[src/rtl/seven_seg_pkg.sv]
// Shared definitions for the seven-segment MMIO controller: register offsets,
// CTRL bit positions, digit geometry and the byte-strobe merge helper.
package seven_seg_pkg;

    localparam int DIGIT_W = 4;
    localparam int DIGIT_N = 6;
    localparam int SEG_W   = DIGIT_W * DIGIT_N;

    localparam logic [3:0] OFF_DATA   = 4'h0;
    localparam logic [3:0] OFF_CTRL   = 4'h4;
    localparam logic [3:0] OFF_STATUS = 4'h8;

    localparam int CTRL_ENABLE_BIT = 0;
    localparam int CTRL_BLINK_BIT  = 1;

    typedef enum logic {
        ST_IDLE = 1'b0,
        ST_ACK  = 1'b1
    } bus_state_t;

    // Only the three low bytes hold digits; byte 3 of a DATA write is dropped.
    function automatic logic [SEG_W-1:0] merge_digits(input logic [SEG_W-1:0] cur,
                                                      input logic [SEG_W-1:0] wr,
                                                      input logic [2:0]       strb);
        logic [SEG_W-1:0] res;
        res = cur;
        for (int b = 0; b < 3; b++) begin
            if (strb[b]) begin
                res[8*b +: 8] = wr[8*b +: 8];
            end else begin
                res[8*b +: 8] = cur[8*b +: 8];
            end
        end
        return res;
    endfunction

endpackage

[src/rtl/seven_seg_mmio_ctrl_if.sv]
// picorv32 native memory bus bundle between the CPU and the display controller.
interface seven_seg_mmio_ctrl_if;
    logic        mem_valid;
    logic [31:0] mem_addr;
    logic [31:0] mem_wdata;
    logic [3:0]  mem_wstrb;
    logic        mem_ready;
    logic [31:0] mem_rdata;

    modport master (output mem_valid, mem_addr, mem_wdata, mem_wstrb,
                    input  mem_ready, mem_rdata);
    modport slave  (input  mem_valid, mem_addr, mem_wdata, mem_wstrb,
                    output mem_ready, mem_rdata);
endinterface

[src/rtl/seven_seg_blink_timer.sv]
// Blink cadence: 1 ms prescaler, half-period ms counter and phase flop.
// Everything is held cleared while run is low.
module seven_seg_blink_timer #(
    parameter int CLK_HZ        = 50_000_000,
    parameter int BLINK_HALF_MS = 500
) (
    input  logic clk,
    input  logic reset_n,
    input  logic run,
    output logic phase
);
    localparam int PRE_MAX = CLK_HZ / 1000 - 1;
    localparam int PRE_W   = (PRE_MAX > 0) ? $clog2(PRE_MAX + 1) : 1;
    localparam int MS_MAX  = BLINK_HALF_MS - 1;
    localparam int MS_W    = (MS_MAX > 0) ? $clog2(MS_MAX + 1) : 1;
    localparam logic [PRE_W-1:0] PRE_LAST = PRE_W'(PRE_MAX);
    localparam logic [MS_W-1:0]  MS_LAST  = MS_W'(MS_MAX);

    logic [PRE_W-1:0] pre_r;
    logic [MS_W-1:0]  ms_r;
    logic             phase_r;
    logic             tick_s;
    logic             wrap_s;

    // 1 ms tick and half-period wrap detection
    always_comb begin
        tick_s = (pre_r == PRE_LAST);
        wrap_s = tick_s && (ms_r == MS_LAST);
    end

    // Counter and phase state
    always_ff @(posedge clk or negedge reset_n) begin
        if (!reset_n) begin
            pre_r   <= {PRE_W{1'b0}};
            ms_r    <= {MS_W{1'b0}};
            phase_r <= 1'b0;
        end else if (!run) begin
            pre_r   <= {PRE_W{1'b0}};
            ms_r    <= {MS_W{1'b0}};
            phase_r <= 1'b0;
        end else begin
            if (tick_s) begin
                pre_r <= {PRE_W{1'b0}};
            end else begin
                pre_r <= pre_r + PRE_W'(1);
            end
            if (wrap_s) begin
                ms_r    <= {MS_W{1'b0}};
                phase_r <= ~phase_r;
            end else if (tick_s) begin
                ms_r    <= ms_r + MS_W'(1);
            end else begin
                ms_r    <= ms_r;
            end
        end
    end

    assign phase = phase_r;

endmodule

[src/rtl/seven_seg_mmio_ctrl.sv]
// Memory-mapped register front end for the six-digit seven-segment display.
// Define SEVEN_SEG_BLINK_EN to build in the blink timer and a writable CTRL.BLINK.
module seven_seg_mmio_ctrl
    import seven_seg_pkg::*;
#(
    parameter logic [31:0] BASE_ADDR     = 32'h0200_0000,
    parameter int          CLK_HZ        = 50_000_000,
    parameter int          BLINK_HALF_MS = 500
) (
    input  logic                  clk,
    input  logic                  reset_n,
    seven_seg_mmio_ctrl_if.slave  bus,
    output logic                  seg_en,
    output logic [SEG_W-1:0]      seg_vals
);
    bus_state_t       state_r, state_nxt_s;
    logic             hit_s, ack_s, wr_ctrl_s;
    logic [3:0]       off_s;
    logic [SEG_W-1:0] data_r, data_nxt_s;
    logic             enable_r, enable_nxt_s;
    logic             blink_r, phase_s;
    logic [31:0]      rdata_mux_s;
    logic             mem_ready_r;
    logic [31:0]      mem_rdata_r;
    logic             seg_en_r;
    logic [SEG_W-1:0] seg_vals_r;
    logic             unused_s;

    assign unused_s = &{1'b0, bus.mem_wdata[31:24], bus.mem_wstrb[3], bus.mem_addr[1:0]};

    // Address decode
    always_comb begin
        hit_s = bus.mem_valid && (bus.mem_addr[31:4] == BASE_ADDR[31:4]);
        off_s = {bus.mem_addr[3:2], 2'b00};
    end

    // Handshake FSM: the ACK state blocks a re-acknowledge while valid is still held
    always_comb begin
        state_nxt_s = state_r;
        ack_s       = 1'b0;
        case (state_r)
            ST_IDLE: begin
                if (hit_s) begin
                    ack_s       = 1'b1;
                    state_nxt_s = ST_ACK;
                end else begin
                    state_nxt_s = ST_IDLE;
                end
            end
            ST_ACK:  state_nxt_s = ST_IDLE;
            default: state_nxt_s = ST_IDLE;
        endcase
    end

    // Register next values from the acknowledged write
    always_comb begin
        data_nxt_s   = data_r;
        enable_nxt_s = enable_r;
        wr_ctrl_s    = 1'b0;
        if (ack_s && (off_s == OFF_DATA)) begin
            data_nxt_s = merge_digits(data_r, bus.mem_wdata[SEG_W-1:0], bus.mem_wstrb[2:0]);
        end else begin
            data_nxt_s = data_r;
        end
        if (ack_s && (off_s == OFF_CTRL) && bus.mem_wstrb[0]) begin
            enable_nxt_s = bus.mem_wdata[CTRL_ENABLE_BIT];
            wr_ctrl_s    = 1'b1;
        end else begin
            enable_nxt_s = enable_r;
            wr_ctrl_s    = 1'b0;
        end
    end

    // Read data mux, sampled on the acknowledge edge
    always_comb begin
        rdata_mux_s = 32'h0;
        case (off_s)
            OFF_DATA:   rdata_mux_s = {8'h00, data_r};
            OFF_CTRL:   rdata_mux_s = {30'h0, blink_r, enable_r};
            OFF_STATUS: rdata_mux_s = {30'h0, seg_en_r, phase_s};
            default:    rdata_mux_s = 32'h0;
        endcase
    end

`ifdef SEVEN_SEG_BLINK_EN
    logic blink_nxt_s;

    // BLINK next value: a CTRL write always wins over the running cadence
    always_comb begin
        blink_nxt_s = blink_r;
        if (wr_ctrl_s) begin
            blink_nxt_s = bus.mem_wdata[CTRL_BLINK_BIT];
        end else begin
            blink_nxt_s = blink_r;
        end
    end

    // BLINK register
    always_ff @(posedge clk or negedge reset_n) begin
        if (!reset_n) begin
            blink_r <= 1'b0;
        end else begin
            blink_r <= blink_nxt_s;
        end
    end

    // Clearing on the write edge of 1->0 unblanks at once; 0->1 starts from a cleared timer
    seven_seg_blink_timer #(
        .CLK_HZ        (CLK_HZ),
        .BLINK_HALF_MS (BLINK_HALF_MS)
    ) u_blink_timer (
        .clk     (clk),
        .reset_n (reset_n),
        .run     (blink_r & blink_nxt_s),
        .phase   (phase_s)
    );
`else
    logic unused_blink_s;
    assign unused_blink_s = wr_ctrl_s;
    assign blink_r        = 1'b0;
    assign phase_s        = 1'b0;
`endif

    // Bus response, register file and display outputs
    always_ff @(posedge clk or negedge reset_n) begin
        if (!reset_n) begin
            state_r     <= ST_IDLE;
            mem_ready_r <= 1'b0;
            mem_rdata_r <= 32'h0;
            data_r      <= {SEG_W{1'b0}};
            enable_r    <= 1'b0;
            seg_en_r    <= 1'b0;
            seg_vals_r  <= {SEG_W{1'b0}};
        end else begin
            state_r     <= state_nxt_s;
            mem_ready_r <= ack_s;
            mem_rdata_r <= ack_s ? rdata_mux_s : 32'h0;
            data_r      <= data_nxt_s;
            enable_r    <= enable_nxt_s;
            seg_en_r    <= enable_r & ~(blink_r & phase_s);
            seg_vals_r  <= data_r;
        end
    end

    assign bus.mem_ready = mem_ready_r;
    assign bus.mem_rdata = mem_rdata_r;
    assign seg_en        = seg_en_r;
    assign seg_vals      = seg_vals_r;

endmodule

[src/flat_wrapper.sv]
// flat-port wrapper written by rule: the top's interface ports become plain ports
module seven_seg_mmio_ctrl_flat import seven_seg_pkg::*;
#(
    parameter logic [31:0] BASE_ADDR     = 32'h0200_0000,
    parameter int          CLK_HZ        = 50_000_000,
    parameter int          BLINK_HALF_MS = 500
)
  (clk, reset_n, seg_en, seg_vals, bus_mem_valid, bus_mem_addr, bus_mem_wdata, bus_mem_wstrb, bus_mem_ready, bus_mem_rdata);
  seven_seg_mmio_ctrl_if bus_i ();
  input  logic clk;
  input  logic reset_n;
  output logic seg_en;
  output logic [SEG_W-1:0] seg_vals;
  input wire logic [$bits(bus_i.mem_valid)-1:0] bus_mem_valid;
  input wire logic [$bits(bus_i.mem_addr)-1:0] bus_mem_addr;
  input wire logic [$bits(bus_i.mem_wdata)-1:0] bus_mem_wdata;
  input wire logic [$bits(bus_i.mem_wstrb)-1:0] bus_mem_wstrb;
  output wire logic [$bits(bus_i.mem_ready)-1:0] bus_mem_ready;
  output wire logic [$bits(bus_i.mem_rdata)-1:0] bus_mem_rdata;
  assign bus_i.mem_valid = bus_mem_valid;
  assign bus_i.mem_addr = bus_mem_addr;
  assign bus_i.mem_wdata = bus_mem_wdata;
  assign bus_i.mem_wstrb = bus_mem_wstrb;
  assign bus_mem_ready = bus_i.mem_ready;
  assign bus_mem_rdata = bus_i.mem_rdata;
  seven_seg_mmio_ctrl #(.BASE_ADDR(BASE_ADDR), .CLK_HZ(CLK_HZ), .BLINK_HALF_MS(BLINK_HALF_MS)) u_core (.clk(clk), .reset_n(reset_n), .bus(bus_i), .seg_en(seg_en), .seg_vals(seg_vals));
endmodule
[config.mk]
export PLATFORM = sky130hd
export DESIGN_NAME = seven_seg_mmio_ctrl_flat
export DESIGN_NICKNAME = d
export VERILOG_FILES = /design/src/rtl/seven_seg_pkg.sv /design/src/rtl/seven_seg_mmio_ctrl_if.sv /design/src/rtl/seven_seg_blink_timer.sv /design/src/rtl/seven_seg_mmio_ctrl.sv /design/src/flat_wrapper.sv
export SDC_FILE = /design/constraint.sdc
export NUM_CORES = 1
export LEC_CHECK = 0
export BUFFER_PORTS_ARGS = -buffer_cell sky130_fd_sc_hd__buf_2
export CORE_ASPECT_RATIO = 1.2
export CORE_MARGIN = 2
export CORE_UTILIZATION = 40
export DETAILED_ROUTE_END_ITERATION = 16
export HOLD_SLACK_MARGIN = 0.06
export PLACE_DENSITY_LB_ADDON = 0.25
export SLEW_MARGIN = 20
export SYNTH_ARGS = -nofsm -noshare
export SYNTH_HDL_FRONTEND = slang
export SYNTH_SLANG_ARGS = --single-unit
[constraint.sdc]
create_clock -name clk -period 3.1 [get_ports clk]
set_input_delay 0.31 -clock clk [delete_from_list [all_inputs] [get_ports clk]]
set_output_delay 0.31 -clock clk [all_outputs]
set_load 0.02 [all_outputs]
Word level (Yosys, flattened, before mapping). Index checks and enable logic that the tools add are counted.

Input bits: 71. Flip-flop bits (word level): 84.

Equality and inequality tests: 3. Bitwise logic cells: 1. Muxes and demuxes: 5. Reduce and logical (&&, ||, !) cells: 8.

Operators by type and width (count): 24-bit case mux with 3 select lines (1); 28-bit by 22-bit == test with 1-bit output, second input constant (1); 24-bit 2-to-1 mux (1); 2-bit AND reduction (3); 1-bit logical AND (4); 4-bit zero test (1); 2-bit by 1-bit == test with 1-bit output, second input constant (1); 2-bit == test, second input constant (1); 1-bit 2-to-1 mux (2); 1-bit case mux with 2 select lines (1); 1-bit inverter (1).

Depth between registers and ports, before layout.
Word-level depth: 6. Depth in mapped cells: 5. Mapped depth without buffers: 4.

Worst setup path after synthesis. No wires, ideal clock.

Path type: reg-to-reg. Start: reg u_core.bus.mem_ready (netlist name). End: reg u_core.data_r[0]. Required time: 2975 ps. Period minus slack after synthesis: 2091 ps. Setup slack: 1009 ps. Cell stages (with the launch flop): 5. Setup time: 125 ps. Arrival time: 1966 ps. Path buffers: 0. Cells stage by stage: dfrtp_1 nor4_4 nand4_4 nor4_4 mux2_4.

RTL lines: to (signal assigned) (line seven_seg_mmio_ctrl.sv:130) `data_r <= {SEG_W{1'b0}};`; to (signal assigned) (line seven_seg_mmio_ctrl.sv:138) `data_r <= data_nxt_s;`; to (decl) (line seven_seg_mmio_ctrl.sv:19) `logic [SEG_W-1:0] data_r, data_nxt_s;`.

==> run summary <==
Pleak = 2.02 nW
Tcrit/Tclk final = 0.677
First-pass DRT Iterations = 4
skew final = 8.81 ps
Area after DPL = 3380 µm²
Max-cap violations = 0
Final Routed Wirelength = 5020 µm
Setup TNS Final = 0 ps
Iteration-0 DRC Markers = 89
TritonCTS clock tree = done
Port Buffer Count = 109
Syn Area/Cell = 17.1 µm²
Fillers = 608
Synth Register Bits = 75
# H-tree levels = 3
Worst-path clk slew = 80 ps
Finished Cell Area = 3580 µm²
CTS resizes = 0
maximum achievable frequency = 0.476 GHz
mean number of vias per cell = 4.44
Core Util, Final = 0.532
Slew headroom = 0.392
Via Count = 1650
endpoint type of the worst setup path = flip-flop
gr usage total = 0.140
placer congestion estimate = 0.700
post-CTS setup buffer count = 0
CP Launch Type = flip-flop
vias in the first global route = 1596
commonest cells after routing, fill and taps aside = 108 x buf_2, 75 x dfrtp_1, 22 x and2_1, 16 x mux2_2, 10 x clkbuf_8
worst-case vdd ir drop = 0.320 mV
critical path type = flip-flop to flip-flop
P&R area growth vs syn = 30.3%
Sequential cell area = 1880 µm²
die footprint = 7540 µm²
critical path required time = 3330 ps
dpl ws = 874 ps
endpoints failing setup = 0
outcome = finished, final reports clean
Seq/Total Area, Yosys = 0.684
DPL Wire Length = 3520 µm
synth warn = 0
Detail Route Antenna Nets = 0
power density cells = 508 nW/µm²
Die W = 79.6 µm
max-slew violations = 0
min Tclk post-route = 2100 ps
multi-input logic area = 812 µm²
largest net degree at the start of global routing = 76
final setup margin = 1000 ps
Final Hold Violating Endpoints = 0
Post-layout nets = 351
ant diodes = 0
Core Box Area = 6730 µm²
clk sinks = 75
WL/cell = 13.5 µm
Mapped Cells = 161
Row Count = 33
Root Driver = clkbuf_8
IO Pins = 129
number of CTS-inserted buffers = 9
Initial Utilization = 0.408
latest clock arrival within the worst-skew pair = 340 ps
hold-fix buffers at CTS = 0
most common cell after layout, fill and taps aside = buf_2
crit-path max FO = 8
Synth cell types = 20
area of the mapped netlist = 2750 µm²
global-route wire length before repair = 7740 µm
clock buffer depth = 2
RSZ-0062 raised after global routing = no
CP arrival = 2330 ps
DRC = 0
initial antenna violation count = 0
Die H = 94.8 µm
Tightest Pin Transition = 911 ps
Min-Delay Path Class = input pin to asynchronous set/reset pin
total gr overflow = 0
share of layout cells above drive strength 1 = 0.575
## cells in the mapped netlist (all sizes together)
| master | instances | share of area |
|---|---|---|
| dfrtp | 75 | 0.68 |
| mux2 | 25 | 0.11 |
| nor4 | 10 | 0.067 |
| and2 | 22 | 0.050 |
| nor4b | 2 | 0.017 |
| nand2 | 1 | 0.0014 |
| conb | 1 | 0.0014 |
| nand4 | 3 | 0.018 |
| inv | 4 | 0.0055 |
| nor3 | 2 | 0.0036 |
| clkbuf | 2 | 0.0027 |
| nor2 | 2 | 0.0027 |
| or2 | 2 | 0.0046 |
| mux2i | 2 | 0.0073 |
| buf | 8 | 0.022 |
## routing by layer
layer / wire [µm] / global-route usage
met5: 0 / 0
met4: 78 / 0.0603
met3: 432 / 0.0535
met2: 2590 / 0.226
met1: 1930 / 0.167
## metrics by stage
stage | cells | hold WS [ps] | power, W
6_report | 372 | 108 | 0.00182
3_3_place_gp | 356 | 369 | 0.00108
3_5_place_dp | 356 | 373 | 0.00109
5_1_grt | 372 | 169 | 0.00190
4_1_cts | 372 | 138 | 0.00184
2_1_floorplan | 168 | 14.4 | 0.00103
## cell families (layout without fill, tap and decap cells)
| kind of cell | Yosys count | count (layout) | synth area share |
|---|---|---|---|
| buf+inv | 14 | 131 | 0.0301 |
| simple gates | 44 | 44 | 0.164 |
| flops | 75 | 75 | 0.684 |
| other cells | 1 | 8 | 0.00137 |
| mux | 27 | 27 | 0.121 |
## final timing paths
path	startpoint	end	slack [ps]	cells past startpoint
max	u_core.bus.mem_ready	u_core.data_r[13]	1000	4
min	reset_n	u_core.seg_vals[4]	110	1
max reg2reg	u_core.bus.mem_ready	u_core.data_r[13]	1000	4
min reg2reg	u_core.data_r[19]	u_core.seg_vals[19]	390	0
max in group asynchronous	reset_n	u_core.seg_vals[16]	2410	1
min in group clk	bus_mem_wdata[18]	u_core.data_r[18]	200	2
## sequential cells by signal (all words and copies together), names as in the netlist
signal / count
u_core.bus.mem_rdata: 24
u_core.bus.mem_ready: 1
u_core.data_r: 24
u_core.enable_r: 1
u_core.seg_en: 1
u_core.seg_vals: 24
## where the power goes
| part | internal (W) | switching, W | leakage (nW) |
|---|---|---|---|
| registers | 0.000977 | 0.00000000000500 | 1.05 |
| logic | 0.0000338 | 0.0000532 | 0.873 |
| clock network | 0.000394 | 0.000358 | 0.0987 |
## worst max-delay path: stages, from the launching register on
cell and delay [ps]:
dfrtp_1 410, nor4_4 310, nand4_4 220, nor4_4 640, mux2_2 400
## final cells by class
class,instances,area share
Sequential cell,75,0.525
Multi-Input combinational cell,79,0.227
Timing Repair Buffer,111,0.157
Clock buffer,10,0.0385
Tap cell,87,0.0304
Clock inverter,6,0.0178
Inverter,4,0.00420
No activity file was read; power rests on OpenSTA's default activity.
